### src/rtl/fetch_stage.sv
// Instruction-fetch stage: owns the PC, drives the instruction memory address and fills the IF/ID register.
// Optional performance counters are enabled by defining FETCH_PERF_CNT_EN.
module fetch_stage #(
  parameter logic [31:0] RESET_PC  = 32'h0000_0000,
  parameter logic [31:0] NOP_INSTR = 32'h0000_0000
) (
  input  logic        clk,
  input  logic        rst,
  input  logic        StallF,
  input  logic        StallD,
  input  logic        FlushD,
  input  logic        PCSrcE,
  input  logic [31:0] PCTargetE,
  output logic [31:0] imem_addr,
  input  logic [31:0] imem_rdata,
  output logic [31:0] InstrD,
  output logic [31:0] PCD,
  output logic [31:0] PCPlus4D,
  output logic        ValidD,
  output logic        fetch_fault
`ifdef FETCH_PERF_CNT_EN
  ,
  output logic [31:0] fetch_cnt,
  output logic [31:0] bubble_cnt
`endif
);

  typedef enum logic {RUN, HALT} state_t;

  state_t      state, state_next;
  logic [31:0] pcf, pcf_next, pcplus4f;
  logic [31:0] instr_next, pcd_next, pcplus4d_next;
  logic        valid_next, fault_next;

  assign imem_addr = pcf;
  assign pcplus4f  = pcf + 32'd4;

  always_ff @(posedge clk) begin
    if (!rst) begin
      state       <= RUN;
      pcf         <= RESET_PC;
      InstrD      <= NOP_INSTR;
      PCD         <= 32'd0;
      PCPlus4D    <= 32'd0;
      ValidD      <= 1'b0;
      fetch_fault <= 1'b0;
    end else begin
      state       <= state_next;
      pcf         <= pcf_next;
      InstrD      <= instr_next;
      PCD         <= pcd_next;
      PCPlus4D    <= pcplus4d_next;
      ValidD      <= valid_next;
      fetch_fault <= fault_next;
    end
  end

  // A redirect wins over StallF; a misaligned target leaves the PC alone and parks the stage in HALT.
  always_comb begin
    state_next    = state;
    pcf_next      = pcf;
    instr_next    = InstrD;
    pcd_next      = PCD;
    pcplus4d_next = PCPlus4D;
    valid_next    = ValidD;
    fault_next    = fetch_fault;
    case (state)
      RUN: begin
        if (PCSrcE) begin
          if (PCTargetE[1:0] == 2'b00) begin
            pcf_next = PCTargetE;
          end else begin
            fault_next = 1'b1;
            state_next = HALT;
          end
        end else if (!StallF) begin
          pcf_next = pcplus4f;
        end
        if (FlushD) begin
          instr_next    = NOP_INSTR;
          pcd_next      = 32'd0;
          pcplus4d_next = 32'd0;
          valid_next    = 1'b0;
        end else if (!StallD) begin
          instr_next    = imem_rdata;
          pcd_next      = pcf;
          pcplus4d_next = pcplus4f;
          valid_next    = 1'b1;
        end
      end
      HALT: begin
        instr_next    = NOP_INSTR;
        pcd_next      = 32'd0;
        pcplus4d_next = 32'd0;
        valid_next    = 1'b0;
        fault_next    = 1'b1;
      end
      default: state_next = RUN;
    endcase
  end

`ifdef FETCH_PERF_CNT_EN
  // Every non-reset edge is either a real fetch into IF/ID or a bubble/hold.
  logic do_fetch;
  assign do_fetch = (state == RUN) && !FlushD && !StallD;

  always_ff @(posedge clk) begin
    if (!rst) begin
      fetch_cnt  <= 32'd0;
      bubble_cnt <= 32'd0;
    end else if (do_fetch) begin
      fetch_cnt  <= fetch_cnt + 32'd1;
    end else begin
      bubble_cnt <= bubble_cnt + 32'd1;
    end
  end
`endif

endmodule

### config.mk
export PLATFORM = sky130hd
export DESIGN_NAME = fetch_stage
export DESIGN_NICKNAME = d
export VERILOG_FILES = /design/src/rtl/fetch_stage.sv
export SDC_FILE = /design/constraint.sdc
export NUM_CORES = 1
export LEC_CHECK = 0
export BUFFER_PORTS_ARGS = -buffer_cell sky130_fd_sc_hd__buf_2
export CORE_UTILIZATION = 40
export DETAILED_ROUTE_END_ITERATION = 7
export GPL_TIMING_DRIVEN = 0
export HOLD_SLACK_MARGIN = 0.08
export PLACE_DENSITY_LB_ADDON = 0.2
export SLEW_MARGIN = 30
export SYNTH_ARGS = -nofsm -noshare
export SYNTH_HDL_FRONTEND = slang
export SYNTH_SLANG_ARGS = --single-unit
### constraint.sdc
create_clock -name clk -period 3.1 [get_ports clk]
set_clock_uncertainty 0.15 [all_clocks]
set_input_delay 0.62 -clock clk [delete_from_list [all_inputs] [get_ports clk]]
set_output_delay 0.62 -clock clk [all_outputs]
set_load 0.01 [all_outputs]
==> results of run 1 <==
-- flip-flops by register name, indices dropped and copies added, names as in the netlist --
register and count:
ValidD 1, fetch_fault 1, PCD 32, PCPlus4D 30, InstrD 32, imem_addr 32
state 1
-- worst register-to-register path, cell delays in order, from the launching register on --
cell and delay (ns):
dfxtp_1 0.50, ha_1 0.30, nand3_2 0.26, nor3_4 0.53, nand3_4 0.13, or4_1 0.48, a31oi_1 0.20
-- where the power goes --
part / switching, µW / internal (µW) / total [µW]
Combinational: 225 / 138 / 363
Sequential: 37.8 / 1700 / 1740
Clock: 723 / 1280 / 2000
-- path summary, 6_finish.rpt --
kind	start	end	slack (ns)	depth (start not counted)
worst min-delay path	imem_rdata[25]	InstrD[25]$_SDFFE_PN0P_	0.27	2
worst max-delay path	imem_addr[2]$_SDFFE_PN0P_	imem_addr[20]$_SDFFE_PN0P_	0.45	6
worst min register to register	PCPlus4D[13]$_SDFFE_PN0P_	PCPlus4D[13]$_SDFFE_PN0P_	0.29	2
worst max register to register	imem_addr[2]$_SDFFE_PN0P_	imem_addr[20]$_SDFFE_PN0P_	0.45	6
-- layer usage --
metal | vias up | GRT usage [%] | part of all wire, %
met5 | - | 0 | 0
met2 | 259 | 40.2 | 47
met1 | 2649 | 32.9 | 43
met4 | 0 | 9.73 | 2.1
met3 | 37 | 6.47 | 7.6
li1 | 2653 | - | -
-- layout make-up --
cell class	count	share of cell area [%]
Clock inverter	11	1.89
Tap cell	176	3.02
Buffer	61	3.72
Multi-Input combinational cell	415	35.8
Inverter	8	0.412
Sequential cell	129	35.4
Clock buffer	21	6.17
Timing Repair Buffer	199	13.6
-- placed cells by master, fill, tap and decap left out, drive strengths merged, types with 3 or more instances in the layout --
cell,n
o21a,3
xor2,11
mux2i,3
nor3,15
nand2,66
a22o,53
and2,5
a32o,4
a21oi,22
and3,8
or2,4
nor2,50
nand3,19
clkinvlp,3
o21ai,51
a31oi,8
clkinv,5
bufinv,3
a22oi,19
inv,8
o41ai,5
and4,3
clkbuf,58
or3,3
buf,223
xnor2,17
dfxtp,129
nand4,12
o31a,4
o31ai,4
-- through the flow --
step / total power [µW] / setup WS, ns / area [µm²] / util (%)
after global routing: 4240 / 0.365 / 7300 / 54.9
after CTS: 4120 / 0.464 / 7300 / 54.9
after global placement: 2120 / 0.189 / 6710 / 50.5
after floorplan: 1960 / 0.890 / 5490 / -
final: 4100 / 0.446 / 7300 / 54.9
after detailed placement: 2130 / 0.186 / 6710 / 50.5
-- cell families after synthesis --
| family | synth area share [%] |
|---|---|
| buffers and inverters | 5.49 |
| DFF | 47.0 |
| muxes | 0.547 |
| AOI/OAI and AO/OA | 23.9 |
| xor gates and xnor gates | 4.46 |
| adders and majority gates | 0.228 |
| and+or+nand+nor | 18.4 |
==> run summary, run 1 <==
setup total negative slack: 0 ns
number of I/O pins: 200
ordered cell list for the critical path: ha_1 > nand3_2 > nor3_4 > nand3_4 > or4_1 > a31oi_1
number of buffer and inverter instances along the worst setup path: 0
placed wire-length estimate after detailed placement: 13,100 µm
count of buffers inserted at the top-level ports: 199
Gate Count Post-Synth: 613
fraction of final layout cells with drive strength greater than 1: 32.0%
vertical die dimension: 119 µm
total inserted antenna cells: 0
syn avg cell area: 8.96 µm²
routability-driven placement congestion ratio: 0.891
maximum fanout count along the critical path: 9
RSZ-0062 raised after global routing: no
H-tree depth: 4
growth of design area from synthesis to finish: 32.8%
Tot GR Track Use: 25.3%
count of vias placed by the detailed router: 5,598
number of hold-repair buffers added at the cts stage: 0
setup repair bufs after CTS: 0
peak ir drop on the vdd network: 0.362 mV
largest area contributor in the netlist: dfxtp_1
Remaining Overflow, GRT: 0
clock root buffer master: clkbuf_16
count of final max-slew check failures: 0
Critical Path Source Type: register
Req. time, crit path: 3.28 ns
Max Freq: 0.377 GHz
number of rows created at floorplan: 42
worst max-slew margin expressed relative to the limit: 55.7%
most used standard cell by instance count after synthesis: dfxtp_1
flip-flop and latch count after synthesis: 129
power density cells: 562 nW/µm²
area share of the largest cell type after synthesis: 47.0%
quantity of gates resized following cts: 0
FF/Latch Area: 2580 µm²
prevailing post-synth register cell: dfxtp_1
mean number of vias per cell: 5.49
status: completed
proportion of synthesized flip-flops having asynchronous set or reset: 0%
area of the core region: 13,300 µm²
CTS tree: done
Period Utilization, post-route: 85.6%
number of sinks on the clock net: 129
drt pass-1 iters: 5
CP Data Arrival Time: 2.83 ns
via count of the first global-routing pass: 5,297
ANT nets after route: 0
leakage power total: 0.00325 µW
clock latency on the worst-skew pair: 0.42 ns
horizontal extent of the die: 119 µm
synthesized net count: 684
endpoint type of the worst setup path: register
Distinct cells, synth: 60
worst-path cell with the longest stage delay: nor3_4
most instantiated cells after synthesis: 129 x dfxtp_1, 66 x nand2_1, 53 x a22o_1, 49 x nor2_1, 49 x o21ai_0
type of the most critical hold path: primary input to register
area of the die: 14,200 µm²
Worst Path Class, Setup: register to register
total wire length after detailed routing: 18,000 µm
setup-violating endpoint count in the final report: 0
initial antenna violation count: 0
final hold violation count: 0
maximum number of pins on one net before global-route repair: 17
clk slew on worst S/H paths: 0.06 ns
Synthesis Warnings: 0
first-pass GRT wire length: 27,900 µm
layout net count: 902
maximum buffer depth of the clock tree: 2
number of flops mapped to enable cells by yosys: 0
initial standard-cell utilization of the core: 41.3%
final routed DRC violation total: 0
Worst Tran Pin Value: 0.665 ns
area occupied by multi-input gates: 2610 µm²
clock period minus worst slack: 2.65 ns
Seq/Total Area, Yosys: 47.0%
worst hold slack: 0.265 ns
detailed-route wire length per cell: 17.6 µm
largest cells by area after synthesis: dfxtp_1 47%, a22o_1 8.5%, nand2_1 4.5%
count of maximum capacitance violations: 0
drt first-iter violations: 411
number of fill cells: 1,271
largest delay contributor family on the critical path: simple AND/OR/NAND/NOR gates
combined area of all synthesized cells: 5490 µm²
CTS Buf Count: 17
number of placed cells counting well taps: 988
final instance count without filler cells: 1,020
CP peak stage delay: 0.52 ns
(Power assumes the default switching activity.)
==> run 2, diff against run 1 <==
==> constraint.sdc (replaced) <==
create_clock -name clk -period 3.1 [get_ports clk]
set_clock_uncertainty 0.15 [all_clocks]
set_input_delay 0.31 -clock clk [delete_from_list [all_inputs] [get_ports clk]]
set_output_delay 0.31 -clock clk [all_outputs]
set_load 0.01 [all_outputs]
==> run summary, run 2 (synthesis gave the netlist of run 1 again) <==
CTS tree: done (unchanged)
CTS Buf Count: 17 (unchanged)
initial antenna violation count: 0 (unchanged)
total inserted antenna cells: 0 (unchanged)
Max Freq: 0.373 GHz (was 0.377 GHz)
number of sinks on the clock net: 129 (unchanged)
leakage power total: 0.00341 µW (was 0.00325 µW)
total wire length after detailed routing: 18,900 µm (was 18,000 µm)
Req. time, crit path: 3.28 ns (about the same)
layout net count: 941 (was 902)
launching element of the worst setup path: imem_addr[2]$_SDFFE_PN0P_ (unchanged)
met1 capacity usage during global routing: 33.8% (was 32.9%)
worst hold slack: 0.0919 ns (was 0.265 ns)
routing usage on met3: 6.47% (unchanged)
clk slew on worst S/H paths: 0.06 ns (about the same)
worst-path cell with the longest stage delay: dfxtp_1 (was nor3_4)
global route hottest layer: met2 (unchanged)
area occupied by multi-input gates: 2610 µm² (unchanged)
type of the most critical hold path: primary input to register (unchanged)
setup-violating endpoint count in the final report: 0 (unchanged)
vertical die dimension: 119 µm (unchanged)
count of buffers inserted at the top-level ports: 199 (unchanged)
utilization after layout: 57.8% (was 54.9%)
GR Util met2: 42.4% (was 40.2%)
maximum number of pins on one net before global-route repair: 17 (unchanged)
drt pass-1 iters: 5 (unchanged)
growth of design area from synthesis to finish: 40.0% (was 32.8%)
number of rows created at floorplan: 42 (unchanged)
mean number of vias per cell: 5.47 (was 5.49)
fraction of final layout cells with drive strength greater than 1: 30.6% (was 32.0%)
area of the core region: 13,300 µm² (unchanged)
horizontal extent of the die: 119 µm (unchanged)
top library cells by usage in the layout, fill and taps aside: 217 x buf_2, 129 x dfxtp_1, 66 x nand2_1 (unchanged)
maximum buffer depth of the clock tree: 2 (unchanged)
H-tree depth: 4 (unchanged)
worst max-slew margin expressed relative to the limit: 55.6% (was 55.7%)
Hold Path Origin: PCTargetE[29] (was imem_rdata[25])
first-pass GRT wire length: 29,100 µm (was 27,900 µm)
CP Data Arrival Time: 2.86 ns (was 2.83 ns)
commonest non-fill, non-tap cell in the layout: buf_2 (unchanged)
maximum fanout count along the critical path: 9 (unchanged)
Period Utilization, post-route: 86.5% (was 85.6%)
CP peak stage delay: 0.52 ns (about the same)
total non-filler cell area in the finished layout: 7690 µm² (was 7300 µm²)
ANT nets after route: 0 (unchanged)
final hold violation count: 0 (unchanged)
clock root buffer master: clkbuf_16 (unchanged)
count of final max-slew check failures: 0 (unchanged)
Remaining Overflow, GRT: 0 (unchanged)
status: completed (unchanged)
reg-to-reg startpoint: imem_addr[2]$_SDFFE_PN0P_ (unchanged)
FF/Latch Area: 2580 µm² (unchanged)
clock latency on the worst-skew pair: 0.42 ns (about the same)
setup repair bufs after CTS: 0 (unchanged)
clock period minus worst slack: 2.68 ns (was 2.65 ns)
Tot GR Track Use: 26.5% (was 25.3%)
Worst Tran Pin Value: 0.663 ns (was 0.665 ns)
quantity of gates resized following cts: 0 (unchanged)
number of hold-repair buffers added at the cts stage: 39 (was 0)
final routed DRC violation total: 0 (unchanged)
detailed-route wire length per cell: 17.8 µm (was 17.6 µm)
peak ir drop on the vdd network: 0.363 mV (was 0.362 mV)
setup slack, reg-to-reg: 0.42 ns (was 0.45 ns)
endpoint type of the worst setup path: register (unchanged)
RSZ-0062 raised after global routing: no (unchanged)
Worst Path Class, Setup: register to register (unchanged)
ordered cell list for the critical path: ha_1 > nand3_2 > nor3_4 > nand3_4 > or4_1 > a31oi_1 (unchanged)
placed wire-length estimate after detailed placement: 13,100 µm (unchanged)
Critical Path Source Type: register (unchanged)
drt first-iter violations: 469 (was 411)
power density cells: 539 nW/µm² (was 562 nW/µm²)
routability-driven placement congestion ratio: 0.891 (unchanged)
depth of the worst register-to-register path: 6 (unchanged)
initial standard-cell utilization of the core: 41.3% (unchanged)
setup total negative slack: 0 ns (unchanged)
via count of the first global-routing pass: 5,486 (was 5,297)
area of the die: 14,200 µm² (unchanged)
placed inst area: 6710 µm² (unchanged)
hold-critical path depth: 4 (was 2)
count of maximum capacitance violations: 0 (unchanged)
final instance count without filler cells: 1,059 (was 1,020)
number of placed cells counting well taps: 988 (unchanged)
number of I/O pins: 200 (unchanged)
number of fill cells: 1,225 (was 1,271)
count of vias placed by the detailed router: 5,790 (was 5,598)
run 2: final cells by class:
cell class,count,area share [%]
Buffer,61,3.53
Clock buffer,21,5.86
Clock inverter,11,1.79
Inverter,8,0.391
Multi-Input combinational cell,415,33.9
Sequential cell,129,33.6
Tap cell,176,2.86
Timing Repair Buffer,238,18.0
run 2: path summary, 6_finish.rpt:
path / end
setup / recovery: imem_addr[20]$_SDFFE_PN0P_
hold / removal: imem_addr[29]$_SDFFE_PN0P_
setup reg to reg: imem_addr[20]$_SDFFE_PN0P_
hold reg to reg: PCPlus4D[13]$_SDFFE_PN0P_
run 2: layer usage:
metal / routed length (µm) / vias to the layer above
li1: - / 2727
met1: 8130 / 2750
met2: 8930 / 273
met3: 1380 / 40
met4: 432 / 0
met5: 0 / -
run 2: stage by stage:
stage	total power, µW	worst slack, ns
floorplan	1960	0.890
global placement	2120	0.499
detailed placement	2130	0.483
CTS	4160	0.464
global route	4280	0.365
finish	4140	0.418
run 2: critical path, delay by kind of cell, from the launching register on:
kind / cells / cell delay [ns]
AO/OA/AOI/OAI: 1 / 0.20
AND/OR/NAND/NOR: 4 / 1.41
adder cells (fa/ha/maj): 1 / 0.30
flip-flops: 1 / 0.52
run 2: power by group:
| group | leakage [µW] | internal, µW | switching (µW) |
|---|---|---|---|
| clock network | 0.000283 | 1280 | 725 |
| logic | 0.00208 | 170 | 235 |
| registers | 0.00105 | 1700 | 38.6 |
| total | 0.00341 | 3150 | 999 |
